## src/rtl/pc_stack_unit.sv

```systemverilog
// Program counter with absolute jump, relative branch, stall and a hardware
// call/return stack; drives the instruction-memory address.
module pc_stack_unit #(
    parameter int unsigned     SIZE      = 5,
    parameter int unsigned     OFF_W     = 4,
    parameter int unsigned     DEPTH     = 4,
    parameter logic [SIZE-1:0] RESET_VEC = '0
) (
    input  logic             clk,
    input  logic             rst,
    input  logic             en,
    input  logic             jmp,
    input  logic [SIZE-1:0]  jmp_addr,
    input  logic             br,
    input  logic [OFF_W-1:0] br_off,
    input  logic             call,
    input  logic             ret,
    output logic [SIZE-1:0]  pc_out,
    output logic             stk_empty,
    output logic             stk_full,
    output logic             err
);

    localparam int unsigned SP_W  = $clog2(DEPTH + 1);
    localparam int unsigned IDX_W = (DEPTH > 1) ? $clog2(DEPTH) : 1;

    logic [SIZE-1:0]  stack_mem [DEPTH];
    logic [SP_W-1:0]  sp;
    logic [SP_W-1:0]  sp_nxt;
    logic [SIZE-1:0]  pc_nxt;
    logic [SIZE-1:0]  pc_inc;
    logic [SIZE-1:0]  br_tgt;
    logic [SIZE-1:0]  top_entry;
    logic [IDX_W-1:0] rd_idx;
    logic [IDX_W-1:0] wr_idx;
    logic             err_nxt;
    logic             push;
    logic             sp_is_empty;
    logic             sp_is_full;

    // All PC arithmetic is SIZE bits and wraps silently.
    assign pc_inc      = pc_out + SIZE'(1);
    assign br_tgt      = pc_out + SIZE'($signed(br_off));
    assign rd_idx      = IDX_W'(sp - SP_W'(1));
    assign wr_idx      = IDX_W'(sp);
    assign top_entry   = stack_mem[rd_idx];
    assign sp_is_empty = (sp == '0);
    assign sp_is_full  = (sp == SP_W'(DEPTH));

    // Next-state selection, priority ret > call > jmp > br > increment.
    always_comb begin
        pc_nxt  = pc_out;
        sp_nxt  = sp;
        err_nxt = err;
        push    = 1'b0;
        if (en) begin
            if (ret) begin
                if (!sp_is_empty) begin
                    pc_nxt = top_entry;
                    sp_nxt = sp - SP_W'(1);
                end else begin
                    err_nxt = 1'b1;
                    pc_nxt  = pc_inc;
                end
            end else if (call) begin
                if (!sp_is_full) begin
                    push   = 1'b1;
                    sp_nxt = sp + SP_W'(1);
                    pc_nxt = jmp_addr;
                end else begin
                    err_nxt = 1'b1;
                    pc_nxt  = pc_inc;
                end
            end else if (jmp) begin
                pc_nxt = jmp_addr;
            end else if (br) begin
                pc_nxt = br_tgt;
            end else begin
                pc_nxt = pc_inc;
            end
        end
    end

    // Control state; flags are registered from the next stack pointer.
    always_ff @(posedge clk) begin
        if (rst) begin
            pc_out    <= RESET_VEC;
            sp        <= '0;
            err       <= 1'b0;
            stk_empty <= 1'b1;
            stk_full  <= 1'b0;
        end else begin
            pc_out    <= pc_nxt;
            sp        <= sp_nxt;
            err       <= err_nxt;
            stk_empty <= (sp_nxt == '0);
            stk_full  <= (sp_nxt == SP_W'(DEPTH));
        end
    end

    // Return-address storage is not reset; a reset edge discards a pending push.
    always_ff @(posedge clk) begin
        if (push && !rst) begin
            stack_mem[wr_idx] <= pc_inc;
        end
    end

endmodule

```

## config.mk

```make
export PLATFORM = sky130hd
export DESIGN_NAME = pc_stack_unit
export DESIGN_NICKNAME = d
export VERILOG_FILES = /design/src/rtl/pc_stack_unit.sv
export SDC_FILE = /design/constraint.sdc
export NUM_CORES = 1
export LEC_CHECK = 0
export ABC_AREA = 0
export BUFFER_PORTS_ARGS = -buffer_cell sky130_fd_sc_hd__buf_2
export CORE_MARGIN = 2
export CORE_UTILIZATION = 53
export CTS_CLUSTER_DIAMETER = 150
export CTS_CLUSTER_SIZE = 20
export DETAILED_ROUTE_END_ITERATION = 12
export PLACE_DENSITY = 0.78
export SLEW_MARGIN = 20
export SYNTH_ARGS = -nofsm -noshare
export SYNTH_HDL_FRONTEND = slang
export SYNTH_SLANG_ARGS = --single-unit
```

## constraint.sdc

```tcl
create_clock -name clk -period 5 [get_ports clk]
set_input_delay 0.5 -clock clk [delete_from_list [all_inputs] [get_ports clk]]
set_output_delay 0.5 -clock clk [all_outputs]
set_load 0.005 [all_outputs]
```

==> results.json, run 1 <==
{
  "synthTopCellsByArea": "edfxtp_1, dfxtp_1, ha_1",
  "critPathMaxFanout": 9,
  "max_cap_violations": 0,
  "die_w_um": 62.39,
  "power_density_nw_per_um2": 293.9,
  "area_growth_syn_to_layout_pct": 10.66,
  "antenna_found_initial": 0,
  "hpwl_um": 3045,
  "synthDistinctLibCells": 48,
  "grt_overflow_total": 0,
  "cts_buffers": 5,
  "synth_top_area_share_pct": 33.24,
  "hold_buffers": 0,
  "hold_violations": 0,
  "grt_pass1_vias": 1353,
  "min_period_ps": 2562,
  "required_ps": 5040,
  "synth_edf_count": 20,
  "start_kind": "flop",
  "netlist_instances": 168,
  "grt_max_degree": 18,
  "vias_per_cell": 5.890,
  "drv_slew": 0,
  "max-clock-path-buffers": 2,
  "gp_congestion": 0.8613,
  "leakage_nw": 0.7827,
  "total_power_uw": 587.6,
  "portBuffers": 23,
  "antennaDiodeCount": 0,
  "slew-limit-headroom_pct": 58.61,
  "clk_pin_slew_ps": 100,
  "ys_seq_elements": 31,
  "cts_setup_buffers": 0,
  "yosys.area.top_type": "edfxtp_1",
  "fin_util_pct": 60.39,
  "dieHeight_um": 62.39,
  "clkLatencyLatePin_ps": 340,
  "drcViolationCount": 0,
  "ir_worst_vdd_mv": 0.2000,
  "synth.cell_area_um2": 1807,
  "path_class": "flop to flop",
  "synth.most_common_cell": "edfxtp_1",
  "num_rows": 21,
  "setup_viol": 0,
  "synth_common_cells": "edfxtp_1, inv_1, dfxtp_1",
  "skew_ps": 9.300,
  "tritoncts": "done",
  "async_flop_share_pct": 0,
  "drtIter0Drc": 130,
  "syn-num-nets": 195,
  "fin_crit_sh_pct": 51.24,
  "die_area_um2": 3892,
  "drt.antenna.violating_nets": 0,
  "vias": 1396,
  "status": "finished, final reports clean",
  "clkSinkCount": 31,
  "grt_use_total_pct": 22.61,
  "ys_seq_area_share_pct": 45.43,
  "n_fill_cell": 296,
  "cts_root_buffer": "clkbuf_4",
  "rsz0062_at_grt": "no",
  "fin_nets": 217,
  "synth_warnings": 0,
  "grt_pass1_wl_um": 6665,
  "wl_um": 4004,
  "layout-drive-gt1-share_pct": 20.42,
  "synthFlopType": "edfxtp_1",
  "core_area_um2": 3311,
  "htreeDepth": 2,
  "drtPass1Iterations": 4,
  "syn_avg_cell_area_um2": 10.75,
  "final.setup.tns_ps": 0,
  "worst_slew_pin_slew_ps": 612.2,
  "ioPinCount": 24,
  "endpoint_kind": "flop",
  "min_path_type": "flop to flop",
  "cp_data_arrival_time_ps": 2600,
  "start_util_pct": 54.57,
  "wl_per_cell_um": 16.89,
  "cts_resized": 0,
  "max_freq_ghz": 0.3904
}
[state kept, by name (all words and copies together) (netlist names)]
name	count
err	1
pc_out	5
sp	3
stack_mem	20
stk_empty	1
stk_full	1
[metal layers]
layer	wire length (um)	vias to the layer above	track usage, %
met5	0	-	0
li1	-	665	-
met3	306	10	6.847
met4	115	0	10.00
met2	2003	58	36.55
met1	1579	663	28.21
[logic make-up (layout without fill, tap and decap cells)]
logic type,after synthesis,count (layout),share of synthesized area (%)
AND/OR/NAND/NOR,51,51,15.79
AO/OA/AOI/OAI,41,41,15.86
multiplexers,6,6,6.995
flip-flops,31,31,45.43
XOR/XNOR,5,5,2.424
adder cells (fa/ha/maj),11,11,8.033
buffers and inverters,23,46,5.471
[cells in the final DEF, fill, tap and decap left out, types with 2 or more instances in the layout]
master    count
buf_2        23
a311oi_1      2
clkbuf_4      5
nor3_1        3
nand3b_1      4
inv_2         2
o211ai_1      3
nor4b_1       2
dfxtp_1      11
a21oi_1       6
and2_1        7
xor2_1        4
a21boi_0      2
ha_1         10
a22oi_1       3
o21ai_1       3
nor2b_1       7
nand2b_1      3
o22ai_1       3
o211a_1       2
mux4_2        4
clkinv_4      2
inv_1        13
nor2_1       10
edfxtp_1     20
nand2_1       7
o21ai_0       5
nand3_1       4
[worst max-delay path, cell delays in order, from the launching register on]
cell and delay (ps):
dfxtp_1 620, inv_1 170, ha_1 300, and2_1 250
nor4b_1 560, and2_1 370
[metrics by stage]
stage | instance area, um2 | hold slack (ps) | instances | setup slack, ps
floorplan | 1807 | 460.4 | 168 | 2954
global placement | 1937 | 445.4 | 229 | 2504
detailed placement | 1937 | 463.1 | 229 | 2389
CTS | 1999 | 478.6 | 237 | 2390
global route | 1999 | 500.0 | 237 | 2212
finish | 1999 | 477.2 | 237 | 2438
[power by group]
group / leakage [nW] / switching, mW / internal, mW
registers: 0.272 / 0.0137 / 0.287
clock network: 0.0314 / 0.0918 / 0.0561
logic: 0.479 / 0.0774 / 0.0617
total: 0.783 / 0.183 / 0.405
[worst paths after layout]
kind	slack [ps]	startpoint	cells after the start	end
worst min-delay path	480	err	2	err
worst max register to register	2440	sp[0]	5	stack_mem[2][4]
worst max-delay path	2440	sp[0]	5	stack_mem[2][4]
worst min register to register	480	err	2	err
[cell type report]
class	count	area (um2)	area share, %
clock buffers	5	37.54	1.877
clock inverters	3	25.02	1.252
inverters	15	56.30	2.816
multi-input cells	114	887.1	44.37
flip-flops and latches	31	820.8	41.05
well taps	46	57.56	2.879
repair buffers	23	115.1	5.757
Note: power is estimated with default switching activity, not from simulation.
==> run 2, diff against run 1 <==
--- a/config.mk
+++ b/config.mk
@@ -8,11 +8,11 @@
 export ABC_AREA = 0
 export BUFFER_PORTS_ARGS = -buffer_cell sky130_fd_sc_hd__buf_2
 export CORE_MARGIN = 2
-export CORE_UTILIZATION = 53
+export CORE_UTILIZATION = 51
 export CTS_CLUSTER_DIAMETER = 150
 export CTS_CLUSTER_SIZE = 20
 export DETAILED_ROUTE_END_ITERATION = 12
-export PLACE_DENSITY = 0.78
+export PLACE_DENSITY = 0.79
 export SLEW_MARGIN = 20
 export SYNTH_ARGS = -nofsm -noshare
 export SYNTH_HDL_FRONTEND = slang
==> constraint.sdc (replaced) <==
create_clock -name clk -period 2.15 [get_ports clk]
set_input_delay 0.215 -clock clk [delete_from_list [all_inputs] [get_ports clk]]
set_output_delay 0.215 -clock clk [all_outputs]
set_load 0.005 [all_outputs]
==> run 2 against run 1 <==
Die area grew 3.7%. Largest power group unchanged. Via count shrank 0.79%. Sequential power grew 130%. Sequential share of layout area shrank 0.60 points. Maximum frequency grew 26%. Largest cell class unchanged.
==> results.json, run 2 (synthesized netlist as in run 1, its figures left out) <==
{
  "worstHoldEndpoint": "err",
  "min_period_ps": 2037,
  "final_common_cell": "buf_2",
  "min_path_type": "primary input to flop",
  "grt_overflow_total": 0,
  "wl_per_cell_um": 15.37,
  "clk_pin_slew_ps": 100,
  "instances_no_fill": 242,
  "worst_slew_pin_slew_ps": 352.5,
  "clkSinkCount": 31,
  "grt_pass1_wl_um": 6203,
  "r2r_cells": 8,
  "critPathMaxFanout": 2,
  "grt_use_total_pct": 20.35,
  "hold_violations": 0,
  "drv_slew": 0,
  "dr_wl_met2_um": 1826,
  "vias": 1385,
  "area_growth_syn_to_layout_pct": 12.47,
  "antenna_found_initial": 0,
  "cts_root_buffer": "clkbuf_4",
  "drtPass1Iterations": 4,
  "ir_worst_vdd_mv": 0.3290,
  "tritoncts": "done",
  "max-clock-path-buffers": 2,
  "dr.max_layer_used": "met4",
  "largest_register_ffs": 20,
  "rsz0062_at_grt": "no",
  "vias_per_cell": 5.723,
  "antennaDiodeCount": 0,
  "mostFrequentLayoutCells": "buf_2, edfxtp_1, inv_1",
  "drtIter0Drc": 86,
  "cp_num_buf_inv": 1,
  "r2r_end": "pc_out[1]",
  "start_util_pct": 53.72,
  "reg_top3": "stack_mem: 20 flops, pc_out: 5 flops, sp: 3 flops",
  "cts_buffers": 5,
  "fin_area_um2": 2032,
  "status": "finished, final reports clean",
  "fin_nets": 222,
  "r2r_start": "pc_out[0]",
  "dp.cells": 234,
  "htreeDepth": 2,
  "ioPinCount": 24,
  "cp_data_arrival_time_ps": 2260,
  "required_ps": 2370,
  "layout-drive-gt1-share_pct": 22.45,
  "drt.antenna.violating_nets": 0,
  "n_fill_cell": 295,
  "num_rows": 21,
  "leakage_nw": 0.8089,
  "start_kind": "flop",
  "hold_depth": 2,
  "endpoint_kind": "flop",
  "slew-limit-headroom_pct": 76.17,
  "max_cap_violations": 0,
  "grt_pass1_vias": 1361,
  "max_stage_delay_ps": 480,
  "wl_met3_um": 227,
  "worstHoldStart": "rst",
  "total_power_mw": 1.349,
  "post_dp_cell_area_um2": 1974,
  "hpwl_um": 2895,
  "skew_ps": 13.75,
  "final.setup.tns_ps": 0,
  "fin_hold_ws_ps": 196.0,
  "cts_setup_buffers": 0,
  "crit_family": "compound AO/OA/AOI/OAI gates",
  "path_class": "flop to flop",
  "met1_length_um": 1576,
  "drcViolationCount": 0,
  "portBuffers": 23,
  "gp_congestion": 0.8313,
  "fin_crit_sh_pct": 94.76,
  "setup_viol": 0,
  "power_density_nw_per_um2": 664.0,
  "die_w_um": 63.52,
  "grt_max_degree": 18,
  "r2r_setup_slack_ps": 110,
  "clkLatencyLatePin_ps": 340,
  "max_freq_ghz": 0.4908,
  "core_area_um2": 3363,
  "die_area_um2": 4035,
  "critPathSlowestCell": "fa_1",
  "dieHeight_um": 63.52,
  "largest_register": "stack_mem",
  "wl_um": 3719,
  "cp.depth": 8,
  "path_cells": "ha_1, inv_1, fa_1, nor2b_1, o311ai_0, o21ai_1, a221oi_1, nor3_1"
}
run 2: report_power, final:
part | internal (mW) | leakage, nW | total, mW | switching, mW
clock network | 0.123 | 0.0297 | 0.318 | 0.195
logic | 0.155 | 0.507 | 0.346 | 0.190
registers | 0.668 | 0.273 | 0.686 | 0.0182
run 2: cell type report:
| class | count | area [um2] | area share [%] |
|---|---|---|---|
| Tap cell | 46 | 57.56 | 2.833 |
| Clock buffer | 6 | 41.29 | 2.032 |
| Clock inverter | 2 | 8.758 | 0.4310 |
| Timing Repair Buffer | 28 | 152.6 | 7.512 |
| Multi-Input combinational cell | 114 | 893.4 | 43.97 |
| Inverter | 15 | 56.30 | 2.771 |
| Sequential cell | 31 | 822.0 | 40.46 |
run 2: routing by layer:
metal / track usage, % / vias up
li1: - / 676
met1: 24.91 / 655
met2: 32.89 / 44
met3: 6.786 / 10
met4: 8.424 / 0
met5: 0 / -
run 2: worst max path at each step:
stage | start | endpoint | slack [ps]
4_1_cts | pc_out[1] | pc_out[1] | 100
3_5_place_dp | pc_out[1] | pc_out[1] | 120
6_report | pc_out[0] | pc_out[1] | 110
2_1_floorplan | sp[0] | stack_mem[0][0] | 130
3_3_place_gp | pc_out[1] | pc_out[1] | 210
5_1_grt | pc_out[0] | pc_out[1] | 10
run 2: worst reg2reg max path: stages (launching register included):
cell	delay (ps)
dfxtp_1	340
ha_1	160
inv_1	60
fa_1	480
nor2b_1	40
o311ai_0	300
o21ai_1	130
a221oi_1	320
nor3_1	90
run 2: repair_timing:
action                                  CTS  global route
hold buffers                              0             0
gates resized for setup                   0             2
endpoints found under the setup margin    0            14
run 2: stage by stage:
stage,utilization (%),worst slack [ps]
after floorplan,-,134.3
after global placement,58.71,211.5
after detailed placement,58.71,121.0
after CTS,60.19,104.5
after global routing,60.42,13.49
final,60.42,112.6
